--- config.mk ---
export PLATFORM = sky130hd
export DESIGN_NAME = tl_color_classify
export DESIGN_NICKNAME = d
export VERILOG_FILES = /design/src/rtl/tl_pkg.sv /design/src/rtl/rgb332_classify.sv /design/src/rtl/tl_color_classify.sv
export SDC_FILE = /design/constraint.sdc
export NUM_CORES = 1
export LEC_CHECK = 0
export ABC_AREA = 0
export ABC_CLOCK_PERIOD_IN_PS = 8000
export CORE_MARGIN = 2
export CORE_UTILIZATION = 30
export CTS_CLUSTER_SIZE = 28
export DETAILED_ROUTE_END_ITERATION = 8
export HOLD_SLACK_MARGIN = 0.08
export PLACE_DENSITY = 0.48
export SLEW_MARGIN = 30
export SYNTH_ARGS = -nofsm -noshare
export SYNTH_HDL_FRONTEND = slang
export SYNTH_HIERARCHICAL = 1
export SYNTH_SLANG_ARGS = --single-unit
export TNS_END_PERCENT = 20
--- constraint.sdc ---
create_clock -name clk -period 8 [get_ports clk]
set_input_delay 1.2 -clock clk [delete_from_list [all_inputs] [get_ports clk]]
set_output_delay 1.2 -clock clk [all_outputs]
set_load 0.005 [all_outputs]
--- src/rtl/tl_pkg.sv ---
// Shared encodings for the traffic-light colour classifier.
// Colour codes, FSM states, RGB332 thresholds and the default line width.
package tl_pkg;

    typedef enum logic [1:0] {
        CLR_NONE   = 2'd0,
        CLR_RED    = 2'd1,
        CLR_YELLOW = 2'd2,
        CLR_GREEN  = 2'd3
    } color_e;

    typedef enum logic [2:0] {
        ST_IDLE   = 3'd0,
        ST_SETUP  = 3'd1,
        ST_SCAN   = 3'd2,
        ST_DRAIN  = 3'd3,
        ST_DECIDE = 3'd4,
        ST_HOLD   = 3'd5
    } state_e;

    localparam logic [2:0] TH_HI  = 3'd5;
    localparam logic [2:0] TH_LO  = 3'd2;
    localparam logic [1:0] TH_BLO = 2'd1;

    localparam int IMG_W_DEF = 200;

endpackage

--- src/rtl/rgb332_classify.sv ---
// Combinational RGB332 pixel classifier.
// Maps one pixel to RED, YELLOW, GREEN or NONE.
module rgb332_classify
    import tl_pkg::*;
(
    input  logic [7:0] pixel,
    output color_e     cls
);

    logic [2:0] r;
    logic [2:0] g;
    logic [1:0] b;
    logic       is_yel;
    logic       is_red;
    logic       is_grn;

    assign r = pixel[7:5];
    assign g = pixel[4:2];
    assign b = pixel[1:0];

    // The three classes cannot overlap: red needs low G, green needs low R.
    assign is_yel = (r >= TH_HI) && (g >= TH_HI) && (b <= TH_BLO);
    assign is_red = (r >= TH_HI) && (g <= TH_LO) && (b <= TH_BLO);
    assign is_grn = (g >= TH_HI) && (r <= TH_LO);

    always_comb begin
        cls = CLR_NONE;
        unique case (1'b1)
            is_yel:  cls = CLR_YELLOW;
            is_red:  cls = CLR_RED;
            is_grn:  cls = CLR_GREEN;
            default: cls = CLR_NONE;
        endcase
    end

endmodule

--- src/rtl/tl_color_classify.sv ---
// Scans the detector's framed region in ROM and reports the dominant light colour.
// Optional TL_BORDER_SKIP_EN excludes a BORDER-pixel margin from the counts.
module tl_color_classify
    import tl_pkg::*;
#(
    parameter int IMG_W   = IMG_W_DEF,
    parameter int ROM_LAT = 1,
    parameter int MIN_PIX = 16,
    parameter int CNT_W   = 12,
    parameter int BORDER  = 2
) (
    input  logic        clk,
    input  logic        rst_n,
    input  logic        flag_addr,
    input  logic [15:0] square_begin,
    input  logic [15:0] square_end,
    input  logic [7:0]  pixel,
    output logic [15:0] rom_addr,
    output logic        rom_rd,
    output logic [1:0]  light_color,
    output logic        light_valid,
    output logic        box_err
);

    localparam logic [15:0]      STRIDE  = 16'(IMG_W);
    localparam logic [15:0]      BRD     = 16'(BORDER);
    localparam logic [15:0]      BRD2    = 16'(2 * BORDER);
    localparam logic [CNT_W-1:0] MIN_CNT = CNT_W'(MIN_PIX);
    localparam logic [CNT_W-1:0] ONE     = CNT_W'(1);

    state_e state_q;
    state_e state_d;

    logic        flag_q;
    logic [15:0] base_q;
    logic [15:0] diff_q;
    logic [15:0] h_q;
    logic [15:0] w_q;
    logic [15:0] row_base_q;
    logic [15:0] col_q;
    logic [15:0] row_q;
    logic [15:0] addr_q;

    logic [ROM_LAT-1:0] vld_q;
    logic [ROM_LAT-1:0] cnt_q;

    logic [CNT_W-1:0] red_q;
    logic [CNT_W-1:0] yel_q;
    logic [CNT_W-1:0] grn_q;
    logic [CNT_W-1:0] win_cnt;

    color_e pix_cls;
    color_e win_cls;
    color_e dec_cls;

    logic rise;
    logic box_ok;
    logic abort;
    logic setup_done;
    logic geom_bad;
    logic scan_start;
    logic scan;
    logic last_col;
    logic last_pix;
    logic skip_on;
    logic inner_geo;
    logic inner;
    logic drain_busy;
    logic count_en;
    logic err_d;
    logic valid_d;

    assign rise       = flag_addr & ~flag_q;
    assign box_ok     = square_end > square_begin;
    assign abort      = ~flag_addr && (state_q == ST_SETUP ||
                        state_q == ST_SCAN || state_q == ST_DRAIN);
    assign setup_done = diff_q < STRIDE;
    assign geom_bad   = (h_q > 16'd255) || (diff_q == 16'd0);
    assign scan_start = (state_q == ST_SETUP) && !abort &&
                        setup_done && !geom_bad;
    assign scan       = state_q == ST_SCAN;
    assign last_col   = col_q == w_q;
    assign last_pix   = last_col && (row_q == h_q);

    assign rom_rd   = scan;
    assign rom_addr = scan ? row_base_q + col_q : addr_q;

`ifdef TL_BORDER_SKIP_EN
    assign skip_on = 1'b1;
`else
    assign skip_on = 1'b0;
`endif

    assign inner_geo = (w_q >= BRD2) && (h_q >= BRD2) &&
                       (col_q >= BRD) && (col_q + BRD <= w_q) &&
                       (row_q >= BRD) && (row_q + BRD <= h_q);
    assign inner = ~skip_on | inner_geo;

    // Only the stages before the last one matter: the last is consumed now.
    always_comb begin
        drain_busy = 1'b0;
        for (int i = 0; i < ROM_LAT - 1; i++) begin
            drain_busy = drain_busy | vld_q[i];
        end
    end

    assign count_en = vld_q[ROM_LAT-1] & cnt_q[ROM_LAT-1] & ~abort;

    rgb332_classify u_cls (
        .pixel (pixel),
        .cls   (pix_cls)
    );

    always_comb begin
        state_d = state_q;
        err_d   = 1'b0;
        valid_d = 1'b0;
        unique case (state_q)
            ST_IDLE: begin
                if (rise) begin
                    if (box_ok) state_d = ST_SETUP;
                    else        err_d   = 1'b1;
                end
            end
            ST_SETUP: begin
                if (abort) begin
                    state_d = ST_IDLE;
                end else if (setup_done) begin
                    if (geom_bad) begin
                        err_d   = 1'b1;
                        state_d = ST_IDLE;
                    end else begin
                        state_d = ST_SCAN;
                    end
                end
            end
            ST_SCAN: begin
                if (abort)         state_d = ST_IDLE;
                else if (last_pix) state_d = ST_DRAIN;
            end
            ST_DRAIN: begin
                if (abort)           state_d = ST_IDLE;
                else if (!drain_busy) state_d = ST_DECIDE;
            end
            ST_DECIDE: begin
                valid_d = 1'b1;
                state_d = ST_HOLD;
            end
            ST_HOLD: begin
                if (!flag_addr) state_d = ST_IDLE;
            end
            default: state_d = ST_IDLE;
        endcase
    end

    // Ties resolve RED over YELLOW over GREEN.
    always_comb begin
        win_cls = CLR_GREEN;
        win_cnt = grn_q;
        if (red_q >= yel_q && red_q >= grn_q) begin
            win_cls = CLR_RED;
            win_cnt = red_q;
        end else if (yel_q >= grn_q) begin
            win_cls = CLR_YELLOW;
            win_cnt = yel_q;
        end
        dec_cls = (win_cnt < MIN_CNT) ? CLR_NONE : win_cls;
    end

    always_ff @(posedge clk or negedge rst_n) begin
        if (!rst_n) begin
            state_q     <= ST_IDLE;
            flag_q      <= 1'b0;
            box_err     <= 1'b0;
            light_valid <= 1'b0;
            light_color <= 2'd0;
        end else begin
            state_q     <= state_d;
            flag_q      <= flag_addr;
            box_err     <= err_d;
            light_valid <= valid_d;
            if (state_q == ST_DECIDE) light_color <= dec_cls;
        end
    end

    always_ff @(posedge clk or negedge rst_n) begin
        if (!rst_n) begin
            base_q     <= 16'd0;
            diff_q     <= 16'd0;
            h_q        <= 16'd0;
            w_q        <= 16'd0;
            row_base_q <= 16'd0;
            col_q      <= 16'd0;
            row_q      <= 16'd0;
            addr_q     <= 16'd0;
        end else begin
            if (state_q == ST_IDLE && rise && box_ok) begin
                base_q <= square_begin;
                diff_q <= square_end - square_begin;
                h_q    <= 16'd0;
            end
            if (state_q == ST_SETUP && !setup_done) begin
                diff_q <= diff_q - STRIDE;
                h_q    <= h_q + 16'd1;
            end
            if (scan_start) begin
                w_q        <= diff_q;
                row_base_q <= base_q;
                col_q      <= 16'd0;
                row_q      <= 16'd0;
            end
            if (scan) begin
                addr_q <= row_base_q + col_q;
                if (last_col) begin
                    col_q      <= 16'd0;
                    row_base_q <= row_base_q + STRIDE;
                    row_q      <= row_q + 16'd1;
                end else begin
                    col_q <= col_q + 16'd1;
                end
            end
        end
    end

    always_ff @(posedge clk or negedge rst_n) begin
        if (!rst_n) begin
            vld_q <= '0;
            cnt_q <= '0;
        end else if (abort) begin
            vld_q <= '0;
            cnt_q <= '0;
        end else begin
            vld_q[0] <= rom_rd;
            cnt_q[0] <= rom_rd & inner;
            for (int i = 1; i < ROM_LAT; i++) begin
                vld_q[i] <= vld_q[i-1];
                cnt_q[i] <= cnt_q[i-1];
            end
        end
    end

    always_ff @(posedge clk or negedge rst_n) begin
        if (!rst_n) begin
            red_q <= '0;
            yel_q <= '0;
            grn_q <= '0;
        end else if (scan_start) begin
            red_q <= '0;
            yel_q <= '0;
            grn_q <= '0;
        end else if (count_en) begin
            unique case (pix_cls)
                CLR_RED:    if (red_q != '1) red_q <= red_q + ONE;
                CLR_YELLOW: if (yel_q != '1) yel_q <= yel_q + ONE;
                CLR_GREEN:  if (grn_q != '1) grn_q <= grn_q + ONE;
                default:    ;
            endcase
        end
    end

endmodule

==> results.sh <==
export IMPL_slowest_delay_ns=0.53
export IMPL_ios=64
export IMPL_gp_congestion=0.7723
export IMPL_drt_vias_per_instance=4.969
export IMPL_r2r_cells=8
export IMPL_cpLargestDelayFamily="simple AND/OR/NAND/NOR gates"
export IMPL_die_x_um=193.0
export IMPL_pre_cts_ws_ns=3.413
export IMPL_drive_gt1_share_pct=4.739
export IMPL_finalHoldViolations=0
export IMPL_grt_overflow_total=0
export IMPL_sequentialPowerShare_pct=39.6
export IMPL_dp_cells=1695
export IMPL_fin_skew_ns=0.01281
export IMPL_outcome="completed"
export IMPL_critical_path_class="flip-flop to output pin"
export IMPL_crit_chain="ha_1, inv_1, fa_1, nand2b_1, a21oi_1, o21ai_0, a211o_1, and4b_1, nor3_1, nand3b_1, clkdlybuf4s50_1"
export IMPL_synth_seq_cells=173
export IMPL_crit_required_ns=6.80
export IMPL_p_total_mw=3.164
export IMPL_start_util_pct=30.26
export IMPL_grt_usage_pct=15.50
export IMPL_synth_area_um2=10710
export IMPL_holdWs_ns=0.4768
export IMPL_yosys_warnings=6
export IMPL_stdcell_count=1727
export IMPL_cts_resized=0
export IMPL_period_share_pct=59.06
export IMPL_fin_crit_ns=4.724
export IMPL_syn_to_final_growth_pct=16.01
export IMPL_p_leak_nw=5.538
export IMPL_core_area_um2=35400
export IMPL_post_cts_setup_buffer_count=0
export IMPL_avgRoutedWirePerCell_um=15.86
export IMPL_place_area_um2=11820
export IMPL_synth_cell_type_count=68
export IMPL_vias=8581
export IMPL_postLayoutCoreUtil_pct=35.11
export IMPL_fmax_mhz=211.7
export IMPL_port_buffers=62
export IMPL_nets=1373
export IMPL_max_cap_violations=0
export IMPL_postSynth_asyncResetShare_pct=100.0
export IMPL_synthCells=1199
export IMPL_grt_first_pass_wirelength_um=45510
export IMPL_clock_path_buffers=2
export IMPL_peakVddDrop_mv=0.1286
export IMPL_finalSetupViolations=0
export IMPL_cts_sinks=173
export IMPL_final_common_cell="dfrtp_1"
export IMPL_cp_depth=11
export IMPL_drt_iter0_markers=419
export IMPL_power_frac_comb_pct=32.8
export IMPL_wl_um=27390
export IMPL_cp_slowest_cell="clkdlybuf4s50_1"
export IMPL_antenna_left=0
export IMPL_p_per_area_nw_per_um2=254.6
export IMPL_switching_power_mw=1.128
export IMPL_synth_edf_count=0
export IMPL_dieHeight_um=193.0
export IMPL_numCtsBuffers=17
export IMPL_final_cell_mix="dfrtp_1 (173), nand2_1 (142), nor2_1 (102)"
export IMPL_grt_max_degree=68
export IMPL_drv_slew=0
export IMPL_critPathMaxFanout=7
export IMPL_yosys_most_used_dff="dfrtp_1"
export IMPL_slew_limit_headroom_pct=46.19
export IMPL_final_area_um2=12430
export IMPL_tightestPinTransition_ns=0.8072
export IMPL_crit_arrival_ns=3.52
export IMPL_tritoncts="yes"
export IMPL_rows=69
export IMPL_dp_hpwl_um=20370
export IMPL_first_pass_iters=5
export IMPL_drcViolationCount=0
export IMPL_path_buf_inv=2
export IMPL_hold_path_class="flip-flop to flip-flop"
export IMPL_endpoint_kind="output pin"
export IMPL_setup_ws_ns=3.276
export IMPL_grt_pass1_vias=8569
export IMPL_seq_area_frac_synth_pct=40.42
export IMPL_cp_start_kind="flip-flop"
export IMPL_dieArea_um2=37230
export IMPL_avgSynthCellArea_um2=8.934
export IMPL_p_int_mw=2.037
export IMPL_htreeDepth=4
export IMPL_cts_root_buf="clkbuf_16"
export IMPL_clk_pin_slew_worst_paths_ns=0.06
export IMPL_diodes=0
export IMPL_antenna_found_initial=0
export IMPL_power_share_clock_pct=27.6
export IMPL_setup_tns_final_ns=0
export IMPL_swShare_pct=35.64
export IMPL_rsz0062_at_grt="no"
export IMPL_cts_hold_buf=0
export IMPL_synth_net_count=1319
export IMPL_insertion_delay_ns=0.44
export IMPL_hold_path_depth=2
-- layer usage --
metal	wire length (µm)	global-route usage, %	vias up
met5	0	0	-
met1	14200	22.41	4055
met2	12150	24.14	146
met4	284	3.817	0
met3	756	2.516	18
li1	-	-	4362
-- layout make-up --
cell class / instances / area [µm²]
inverters: 71 / 266.5
fillers: 3643 / 22970
flip-flops and latches: 173 / 4329
repair buffers: 70 / 681.9
clock buffers: 21 / 470.5
well taps: 461 / 576.8
multi-input cells: 920 / 5963
clock inverters: 11 / 138.9
-- cells by family after synthesis --
group                    share of synthesized area (%)
XOR/XNOR                                         8.340
buffers and inverters                            3.983
AND/OR/NAND/NOR                                  21.98
AO/OA/AOI/OAI                                    15.49
multiplexers                                    0.6542
flip-flops                                       40.42
adder cells (fa/ha/maj)                          9.134
-- Yosys cell counts, types with 17 or more instances --
cell type	number	area (µm²)
nand4_1	30	187.7
nand3_1	42	210.2
buf_2	17	85.08
a21o_1	22	165.2
o21ai_0	101	505.5
a21oi_1	44	220.2
dfrtp_1	173	4329
inv_1	70	262.8
ha_1	75	938.4
nor2_1	102	382.9
xnor2_1	72	630.6
xor2_1	30	262.8
and3_1	35	219.0
nand2_1	142	533.0
and2_1	17	106.4
nand2b_1	18	112.6
-- worst reg2reg max path: stages, from the launching register on --
cell and delay, ns:
dfrtp_1 0.41, or3_1 0.46, nor4_4 0.33, a41oi_1 0.29
and3_2 0.26, buf_4 0.35, nor2_2 0.60, o21ai_0 0.19
o31ai_1 0.10
-- sequential cells by signal, summed over array words and instances (netlist names), 3 cells and up --
signal and cells:
w_q 16, grn_q 12, col_q 16, h_q 16, diff_q 16, yel_q 12, state_q 3, row_base_q 16
addr_q 16, row_q 16, base_q 16, red_q 12
-- power by group through the flow --
| stage | clock network [mW] | registers [mW] | logic [mW] |
|---|---|---|---|
| finish | 0.872 | 1.25 | 1.04 |
| global route | 0.937 | 1.29 | 1.18 |
| CTS | 0.903 | 1.26 | 1.05 |
| detailed placement | 0 | 1.27 | 1.04 |
| global placement | 0 | 1.27 | 1.03 |
| floorplan | 0 | 1.20 | 0.771 |
-- path summary, 6_finish.rpt --
check | from | endpoint | slack (ns)
worst max-delay path | col_q[0] | rom_addr[14] | 3.28
worst min-delay path | base_q[0] | row_base_q[0] | 0.48
worst max register to register | diff_q[10] | col_q[6] | 4.90
worst min register to register | base_q[0] | row_base_q[0] | 0.48
max in group asynchronous | rst_n | col_q[4] | 6.06
min in group asynchronous | rst_n | yel_q[7] | 0.72
Note: power is estimated with default switching activity, not from simulation.
